===== src/rtl/fsqrt_issue_ctrl.sv =====
// fsqrt_issue_ctrl: request/credit front-end for a fixed-latency fsqrt pipeline.
// Operands issue at most one per cycle; a tag tracker follows each operation
// through the pipeline and its result lands in a first-word-fall-through FIFO.
// Credits count in-flight operations plus FIFO occupancy, so a result always
// has a free slot waiting for it.
module fsqrt_issue_ctrl #(
  parameter int unsigned LATENCY    = 4,
  parameter int unsigned TAG_W      = 5,
  parameter int unsigned FIFO_DEPTH = 8
) (
  input  logic             clk,
  input  logic             rstn,
  input  logic             flush,
  input  logic             req_valid,
  output logic             req_ready,
  input  logic [31:0]      req_x,
  input  logic [TAG_W-1:0] req_tag,
  output logic [31:0]      sq_x1,
  output logic             sq_enable_in,
  input  logic             sq_enable_out,
  input  logic [31:0]      sq_y,
  input  logic             sq_exception,
  output logic             rsp_valid,
  input  logic             rsp_ready,
  output logic [31:0]      rsp_y,
  output logic             rsp_exception,
  output logic [TAG_W-1:0] rsp_tag,
  output logic             err_sync,
  output logic             err_overflow
);

  localparam int unsigned PtrW = $clog2(FIFO_DEPTH);
  localparam int unsigned CntW = PtrW + 1;
  localparam int unsigned EntW = TAG_W + 33;
  localparam logic [CntW-1:0] Depth = CntW'(FIFO_DEPTH);

  logic             hs, pop, push, do_push, overflow, full;
  logic [CntW-1:0]  used_q, used_d, count_q, count_d;
  logic [PtrW-1:0]  wptr_q, rptr_q;
  logic [EntW-1:0]  mem_q [FIFO_DEPTH];
  logic [TAG_W-1:0] iss_tag_q;
  logic [TAG_W-1:0] tag_q [LATENCY];
  // live: operation still owed a FIFO slot (cleared by flush).
  // issued: operation physically inside fsqrt (survives flush), used for the
  // enable_out cross-check so flushed results emerging later are not errors.
  logic [LATENCY-1:0] live_q, live_d, issued_q, issued_d;
  logic             err_sync_q, err_ovf_q;

  // Handshake, FIFO status and push/pop qualification
  assign req_ready = rstn & ~flush & (used_q < Depth);
  assign hs        = req_valid & req_ready;
  assign rsp_valid = (count_q != '0);
  assign pop       = rsp_valid & rsp_ready;
  assign full      = (count_q == Depth);
  assign push      = live_q[LATENCY-1] & ~flush;
  assign do_push   = push & (~full | pop);
  assign overflow  = push & full & ~pop;

  assign {rsp_exception, rsp_y, rsp_tag} = mem_q[rptr_q];
  assign err_sync     = err_sync_q;
  assign err_overflow = err_ovf_q;

  // Issue register driving the fsqrt operand and its valid strobe
  always_ff @(posedge clk) begin
    if (!rstn) begin
      sq_x1        <= '0;
      sq_enable_in <= 1'b0;
      iss_tag_q    <= '0;
    end else begin
      sq_enable_in <= hs;
      if (hs) begin
        sq_x1     <= req_x;
        iss_tag_q <= req_tag;
      end
    end
  end

  // Next state of the tracker valid bits: plain shift fed by the issue strobe
  always_comb begin
    live_d      = '0;
    issued_d    = '0;
    live_d[0]   = sq_enable_in;
    issued_d[0] = sq_enable_in;
    for (int k = 1; k < int'(LATENCY); k++) begin
      live_d[k]   = live_q[k-1];
      issued_d[k] = issued_q[k-1];
    end
  end

  // Tracker valid bits; flush kills ownership but not physical presence
  always_ff @(posedge clk) begin
    if (!rstn) begin
      live_q   <= '0;
      issued_q <= '0;
    end else begin
      live_q   <= flush ? '0 : live_d;
      issued_q <= issued_d;
    end
  end

  // Tracker tags shift alongside the valid bits, never stalling
  always_ff @(posedge clk) begin
    tag_q[0] <= iss_tag_q;
    for (int k = 1; k < int'(LATENCY); k++) begin
      tag_q[k] <= tag_q[k-1];
    end
  end

  // Next-state credit and occupancy counters
  always_comb begin
    used_d = used_q;
    if (hs && !pop) used_d = used_q + CntW'(1);
    else if (!hs && pop) used_d = used_q - CntW'(1);
    if (flush) used_d = '0;

    count_d = count_q;
    if (do_push && !pop) count_d = count_q + CntW'(1);
    else if (!do_push && pop) count_d = count_q - CntW'(1);
    if (flush) count_d = '0;
  end

  // Counters and FIFO pointers
  always_ff @(posedge clk) begin
    if (!rstn) begin
      used_q  <= '0;
      count_q <= '0;
      wptr_q  <= '0;
      rptr_q  <= '0;
    end else begin
      used_q  <= used_d;
      count_q <= count_d;
      if (flush) begin
        wptr_q <= '0;
        rptr_q <= '0;
      end else begin
        if (do_push) wptr_q <= wptr_q + PtrW'(1);
        if (pop) rptr_q <= rptr_q + PtrW'(1);
      end
    end
  end

  // FIFO storage; contents need no reset since rsp_valid qualifies them
  always_ff @(posedge clk) begin
    if (do_push) mem_q[wptr_q] <= {sq_exception, sq_y, tag_q[LATENCY-1]};
  end

  // Sticky error flags; only reset clears them
  always_ff @(posedge clk) begin
    if (!rstn) begin
      err_sync_q <= 1'b0;
      err_ovf_q  <= 1'b0;
    end else begin
      if (sq_enable_out != issued_q[LATENCY-1]) err_sync_q <= 1'b1;
      if (overflow) err_ovf_q <= 1'b1;
    end
  end

endmodule


===== config.mk =====
export PLATFORM = sky130hd
export DESIGN_NAME = fsqrt_issue_ctrl
export DESIGN_NICKNAME = d
export VERILOG_FILES = /design/src/rtl/fsqrt_issue_ctrl.sv
export SDC_FILE = /design/constraint.sdc
export NUM_CORES = 1
export LEC_CHECK = 0
export CAP_MARGIN = 20
export CELL_PAD_IN_SITES_DETAIL_PLACEMENT = 0
export CELL_PAD_IN_SITES_GLOBAL_PLACEMENT = 1
export CORE_MARGIN = 1.5
export CORE_UTILIZATION = 46
export CTS_CLUSTER_DIAMETER = 100
export DETAILED_ROUTE_END_ITERATION = 10
export PLACE_DENSITY_LB_ADDON = 0.1
export SLEW_MARGIN = 15
export SYNTH_ARGS = -nofsm -noshare
export SYNTH_HDL_FRONTEND = slang
export SYNTH_SLANG_ARGS = --single-unit
export TNS_END_PERCENT = 20

===== constraint.sdc =====
create_clock -name clk -period 6.6 [get_ports clk]
set_input_delay 1.32 -clock clk [delete_from_list [all_inputs] [get_ports clk]]
set_output_delay 1.32 -clock clk [all_outputs]
set_load 0.02 [all_outputs]

==> flow_metrics.py, run 1 <==
metrics = {
    "run_status": {
        "status": "completed",
    },
    "floorplan": {
        "dieArea_um2": 32300,
        "die_y_um": 180,
        "initial_core_util_pct": 46.8,
        "rows": 64,
        "fp.dieW_um": 180,
        "core_um2": 30700,
        "ios": 151,
    },
    "clock_network": {
        "post_cts_resized": 0,
        "cts_tree": "done",
        "cts_sinks": 389,
        "path_clk_slew_ns": 0.06,
        "hold_buffers": 0,
        "clk_path_buf_depth": 3,
        "clk_latency_ns": 0.52,
        "cts_buffers": 41,
        "cts-root-buf": "clkbuf_16",
        "htree_levels": 2,
        "post-cts-setup-buffer-count": 0,
    },
    "sta": {
        "setup_ws_ns": 1.97,
        "skew_ns": 0.0191,
        "slew_violations": 0,
        "tns_ns": 0,
        "tightest_slew_ns": 0.926,
        "hold_viol_final": 0,
        "fin_crit_ns": 4.63,
        "hold_ws_ns": 0.324,
        "period_share_pct": 70.2,
        "rsz0062_at_grt": "false",
        "max_clock_freq_mhz": 216,
        "slew_headroom_pct": 37.7,
        "setup_viol": 0,
    },
    "logic_synthesis": {
        "synthCells": 750,
        "synth_top_family_by_area": "multiplexers",
        "muxShareOfSynthArea_pct": 15.2,
        "ys.flop_type": "edfxtp_1",
        "netlist_area_um2": 14400,
        "synth_top_area_cell": "edfxtp_1",
        "synth-compound-area-share_pct": 2.62,
        "synth_cell_types": 34,
        "ys_seq_area_share_pct": 75.4,
        "yosys_warnings": 0,
        "synth_top_area_share_pct": 63.5,
        "yosys.area_share.simple_pct": 3.89,
        "async_flop_share_pct": 0,
        "ys_ff_latch": 389,
        "synthXorXnorAreaFrac_pct": 0.488,
        "syn_avg_cell_area_um2": 19.2,
        "synth_area_leaders": "edfxtp_1, mux4_2, dfxtp_1",
        "synthAdderAreaFrac_pct": 0.975,
        "syn_nets": 836,
        "synth_edf_count": 304,
    },
    "route": {
        "vias": 7119,
        "ant_nets": 0,
        "drt-pass1-iter-count": 4,
        "wire_per_inst_um": 20.7,
        "wirelength_um": 27800,
        "drtIter0Drc": 449,
        "drc": 0,
        "avgViaCountPerCell": 5.30,
    },
    "grt": {
        "grt_max_degree": 45,
        "grt_pass1_wl_um": 43400,
        "grt_pass1_vias": 7672,
        "grt_use_total_pct": 17.4,
        "grt_overflow": 0,
        "antenna_found_initial": 0,
    },
    "setup_path": {
        "critPathSlowestCell": "dfxtp_4",
        "worstPathArrival_ns": 3.31,
        "worstPathCellList": "buf_12 -> mux4_2 -> mux2_2 -> clkdlybuf4s50_1",
        "path_class": "reg2out",
        "required_ns": 5.28,
        "r2r_slack_ns": 3.85,
        "startpoint_type": "flop",
        "end_kind": "output port",
        "cp_slowest_stage_delay_ns": 0.89,
        "crit_fanout": 40,
    },
    "run": {
        "drv_cap": 0,
    },
    "hold_path": {
        "min_path_type": "reg2reg",
    },
    "power": {
        "power_mw": 5.06,
        "power.leakage_nw": 5.60,
        "peakVddDrop_mv": 0.172,
        "power.density_nw_per_um2": 285,
    },
    "placed_design": {
        "numPlacedInstances": 1274,
        "dpl_cell_area_um2": 16400,
        "globalplace.congestion": 0.733,
        "dp_slack_ns": 1.88,
        "dpl.hpwl_um": 15800,
        "io_buffers": 150,
    },
    "cells_and_area": {
        "final_common_cell": "edfxtp_1",
        "nets": 1007,
        "layout_common_cells": "edfxtp_1, clkdlybuf4s50_1, dfxtp_1",
        "final_util_pct": 57.8,
        "final_area_um2": 17700,
        "insertedDiodeCount": 0,
        "drive_above_1_share_pct": 21.5,
        "area_growth_pct": 23.3,
        "layoutNonFillerInstCount": 1344,
    },
}
critical path, delay by kind of cell, from the launching register on:
family	cells	cell delay, ns
buf+inv	2	1.00
flops	1	0.89
mux	2	0.83
cells by family (layout without fill, tap and decap cells):
logic type / Yosys count / count (layout)
AOI/OAI and AO/OA: 52 / 52
xor gates and xnor gates: 8 / 8
adders and majority gates: 10 / 10
buffers and inverters: 41 / 239
DFF: 389 / 389
muxes: 118 / 118
and+or+nand+nor: 132 / 132
final cells by class:
type	instances	area [µm²]
fillers	2305	12900
flip-flops and latches	389	10800
multi-input cells	320	3380
repair buffers	164	1640
clock buffers	53	1120
well taps	396	495
clock inverters	17	226
inverters	5	18.8
layer usage:
layer | track usage (%) | up-vias | part of all wire (%)
met5 | 0 | - | 0
met4 | 4.63 | 0 | 1.7
met3 | 4.21 | 41 | 5.8
met2 | 29.3 | 176 | 49
met1 | 22.8 | 3635 | 43
li1 | - | 3267 | -
Yosys cell counts, types with 2 or more instances:
library cell / number
a211oi_1: 2
nor4_1: 2
nand2_1: 80
nor2b_1: 2
a21oi_1: 6
a21boi_1: 20
mux4_2: 76
buf_1: 2
a31oi_1: 2
inv_1: 4
and2_1: 9
a31o_2: 2
buf_6: 5
edfxtp_1: 304
nand3_1: 7
a21boi_0: 17
clkbuf_1: 15
mux2_2: 39
fa_1: 2
buf_2: 14
ha_1: 8
nor3_1: 3
nor2_1: 23
mux2i_1: 3
xnor2_1: 3
dfxtp_1: 85
xor2_1: 5
o21a_1: 2
nand2b_1: 3
sequential cells by signal, summed over array words and instances (netlist names), named ones only:
name and flops:
rptr_q 3, used_q 4, wptr_q 3, issued_q 4, count_q 4, err_sync 1
live_q 4, mem_q 304, iss_tag_q 5, err_overflow 1, sq_x1 32, tag_q 20
sq_enable_in 1
where the power goes:
group	switching [mW]	total (mW)	internal, mW
clock	0.889	2.28	1.40
combinational	0.0563	0.120	0.0632
sequential	0.00728	2.65	2.65
final timing paths:
path / startpoint / endpoint / depth (start not counted)
min: tag_q[1][2]$_DFF_P_ / tag_q[2][2]$_DFF_P_ / 0
min reg2reg: tag_q[1][2]$_DFF_P_ / tag_q[2][2]$_DFF_P_ / 0
max reg2reg: count_q[0]$_SDFFE_PP0P_ / used_q[3]$_SDFFE_PP0P_ / 9
max: flop / rsp_tag[4] / 4
Note: power is estimated with default switching activity, not from simulation.
==> inputs of run 2 (changes only) <==
--- a/config.mk
+++ b/config.mk
@@ -9,7 +9,7 @@
 export CELL_PAD_IN_SITES_DETAIL_PLACEMENT = 0
 export CELL_PAD_IN_SITES_GLOBAL_PLACEMENT = 1
 export CORE_MARGIN = 1.5
-export CORE_UTILIZATION = 46
+export CORE_UTILIZATION = 44
 export CTS_CLUSTER_DIAMETER = 100
 export DETAILED_ROUTE_END_ITERATION = 10
 export PLACE_DENSITY_LB_ADDON = 0.1
==> constraint.sdc (replaced) <==
create_clock -name clk -period 4.1 [get_ports clk]
set_input_delay 0.82 -clock clk [delete_from_list [all_inputs] [get_ports clk]]
set_output_delay 0.82 -clock clk [all_outputs]
set_load 0.02 [all_outputs]
==> run 2 against run 1 <==
Compared with the run above:
- non-clock buffer count grew 5
- design area is 1.2% higher
- clock-buffer cell count fell by 4
- power up 64%
- utilization down 1.5 points
- setup slack got worse by 1.5 ns
- sequential share of layout area down 0.72 points
- register-to-register slack worse by 2.5 ns
- critical path depth is the same
- largest cell class unchanged
- sequential power rose by 61%
- cell count is 3.6% higher
==> flow_metrics.py, run 2 (same netlist as run 1, synthesis figures left out) <==
metrics = {
    "run_status": {
        "status": "completed",
    },
    "power": {
        "peakVddDrop_mv": 0.283,
        "power.density_nw_per_um2": 462,
        "power.leakage_nw": 5.69,
    },
    "floorplan": {
        "dieArea_um2": 33700,
        "initial_core_util_pct": 45.1,
        "ios": 151,
        "fp.dieW_um": 184,
        "rows": 65,
        "core_um2": 31900,
        "die_y_um": 184,
    },
    "setup_path": {
        "path_buf_inv": 2,
        "path_class": "reg2out",
        "worstPathArrival_ns": 2.80,
        "cp_top_family": "buffers and inverters",
        "r2r-end": "used_q[3]$_SDFFE_PP0P_",
        "startpoint_type": "flop",
        "crit_fanout": 42,
        "cp_slowest_stage_delay_ns": 0.57,
        "required_ns": 3.28,
        "end_kind": "output port",
        "r2r_slack_ns": 1.33,
        "worstPathCellList": "buf_12 -> mux4_2 -> mux2_2 -> clkdlybuf4s50_1",
        "reg2reg_depth": 9,
        "critPathSlowestCell": "clkdlybuf4s50_1",
        "r2r-start": "count_q[0]$_SDFFE_PP0P_",
    },
    "hold_path": {
        "hold_depth": 0,
        "hold_start": "tag_q[1][1]$_DFF_P_",
        "min_path_type": "reg2reg",
        "hold-path-endpoint": "tag_q[2][1]$_DFF_P_",
    },
    "clock_network": {
        "post_cts_resized": 0,
        "htree_levels": 2,
        "cts_sinks": 389,
        "cts-root-buf": "clkbuf_16",
        "cts_buffers": 41,
        "cts_tree": "done",
        "post-cts-setup-buffer-count": 0,
        "clk_latency_ns": 0.53,
        "path_clk_slew_ns": 0.06,
        "hold_buffers": 0,
        "clk_path_buf_depth": 3,
    },
    "grt": {
        "antenna_found_initial": 0,
        "grt_use_total_pct": 17.3,
        "grt_max_degree": 46,
        "grt_overflow": 0,
        "grt_pass1_wl_um": 43900,
        "grt_pass1_vias": 7835,
    },
    "cells_and_area": {
        "final_area_um2": 17900,
        "area_growth_pct": 24.8,
        "reg_top3": "mem_q (304), sq_x1 (32), tag_q (20)",
        "largest-register": "mem_q",
        "drive_above_1_share_pct": 22.5,
        "largest_reg_flops": 304,
        "final_util_pct": 56.2,
        "nets": 1012,
        "final_common_cell": "edfxtp_1",
        "insertedDiodeCount": 0,
        "final.fill_count": 2475,
        "layout_common_cells": "edfxtp_1, clkdlybuf4s50_1, dfxtp_1",
    },
    "sta": {
        "setup_viol": 0,
        "max_clock_freq_mhz": 276,
        "hold_viol_final": 0,
        "fin_crit_ns": 3.62,
        "rsz0062_at_grt": "false",
        "setup_ws_ns": 0.478,
        "slew_violations": 0,
        "slew_headroom_pct": 52.7,
        "period_share_pct": 88.3,
        "tightest_slew_ns": 0.709,
        "skew_ns": 0.0196,
    },
    "route": {
        "drt-pass1-iter-count": 4,
        "drc": 0,
        "avgViaCountPerCell": 5.16,
        "wire_per_inst_um": 20.4,
        "drtIter0Drc": 337,
        "ant_nets": 0,
        "wirelength_um": 28400,
        "vias": 7178,
    },
    "run": {
        "drv_cap": 0,
    },
    "placed_design": {
        "globalplace.congestion": 0.710,
        "io_buffers": 150,
        "dpl.hpwl_um": 15900,
        "dp_slack_ns": 0.482,
        "dpl_cell_area_um2": 16500,
    },
}
## run 2: how the worst max path moves through the flow
stage / start / to / slack, ns / cells past startpoint
2_1_floorplan: rsp_ready / mem_q[0][0]$_DFFE_PP_ / -1.13 / 4
3_3_place_gp: rstn / used_q[3]$_SDFFE_PP0P_ / 0.68 / 11
3_5_place_dp: flush / count_q[3]$_SDFFE_PP0P_ / 0.48 / 10
4_1_cts: flop / rsp_y[30] / 0.40 / 4
5_1_grt: flop / rsp_y[31] / 0.34 / 4
6_report: flop / rsp_y[31] / 0.48 / 4
## run 2: power by group
| group | switching (mW) | internal [mW] | leakage (nW) |
|---|---|---|---|
| clock | 1.46 | 2.36 | 0.704 |
| sequential | 0.0116 | 4.26 | 3.38 |
| combinational | 0.0907 | 0.103 | 1.61 |
## run 2: final cells by class
| class | instances | area (µm²) | share of cell area [%] |
|---|---|---|---|
| Multi-Input combinational cell | 320 | 3380 | 18.8 |
| Timing Repair Buffer | 169 | 1730 | 9.66 |
| Sequential cell | 389 | 10800 | 60.4 |
| Clock inverter | 25 | 322 | 1.79 |
| Inverter | 5 | 18.8 | 0.105 |
| Tap cell | 435 | 544 | 3.04 |
| Clock buffer | 49 | 1100 | 6.12 |
## run 2: stage by stage
step	hold WS [ns]	TNS [ns]	instances	power [mW]
after floorplan	0.310	-91.86	750	4.41
after global placement	0.312	0	1318	4.54
after detailed placement	0.312	0	1318	4.55
after CTS	0.324	0	1392	8.38
after global routing	0.332	0	1392	8.56
final	0.324	0	1392	8.28
## run 2: per-layer routing
metal,global-route usage (%),routed length (µm),up-vias
met2,30.4,14500,195
met5,0,0,-
li1,-,-,3272
met1,21.3,11500,3665
met4,4.69,549,0
met3,4.46,1790,46
## run 2: worst reg2reg max path, stage by stage (launching register included)
cell      delay [ns]
dfxtp_1         0.37
or4_1           0.61
nand2_1         0.22
ha_1            0.20
inv_1           0.09
ha_1            0.33
a21oi_1         0.22
a211oi_1        0.10
a31oi_1         0.16
mux2_2          0.34
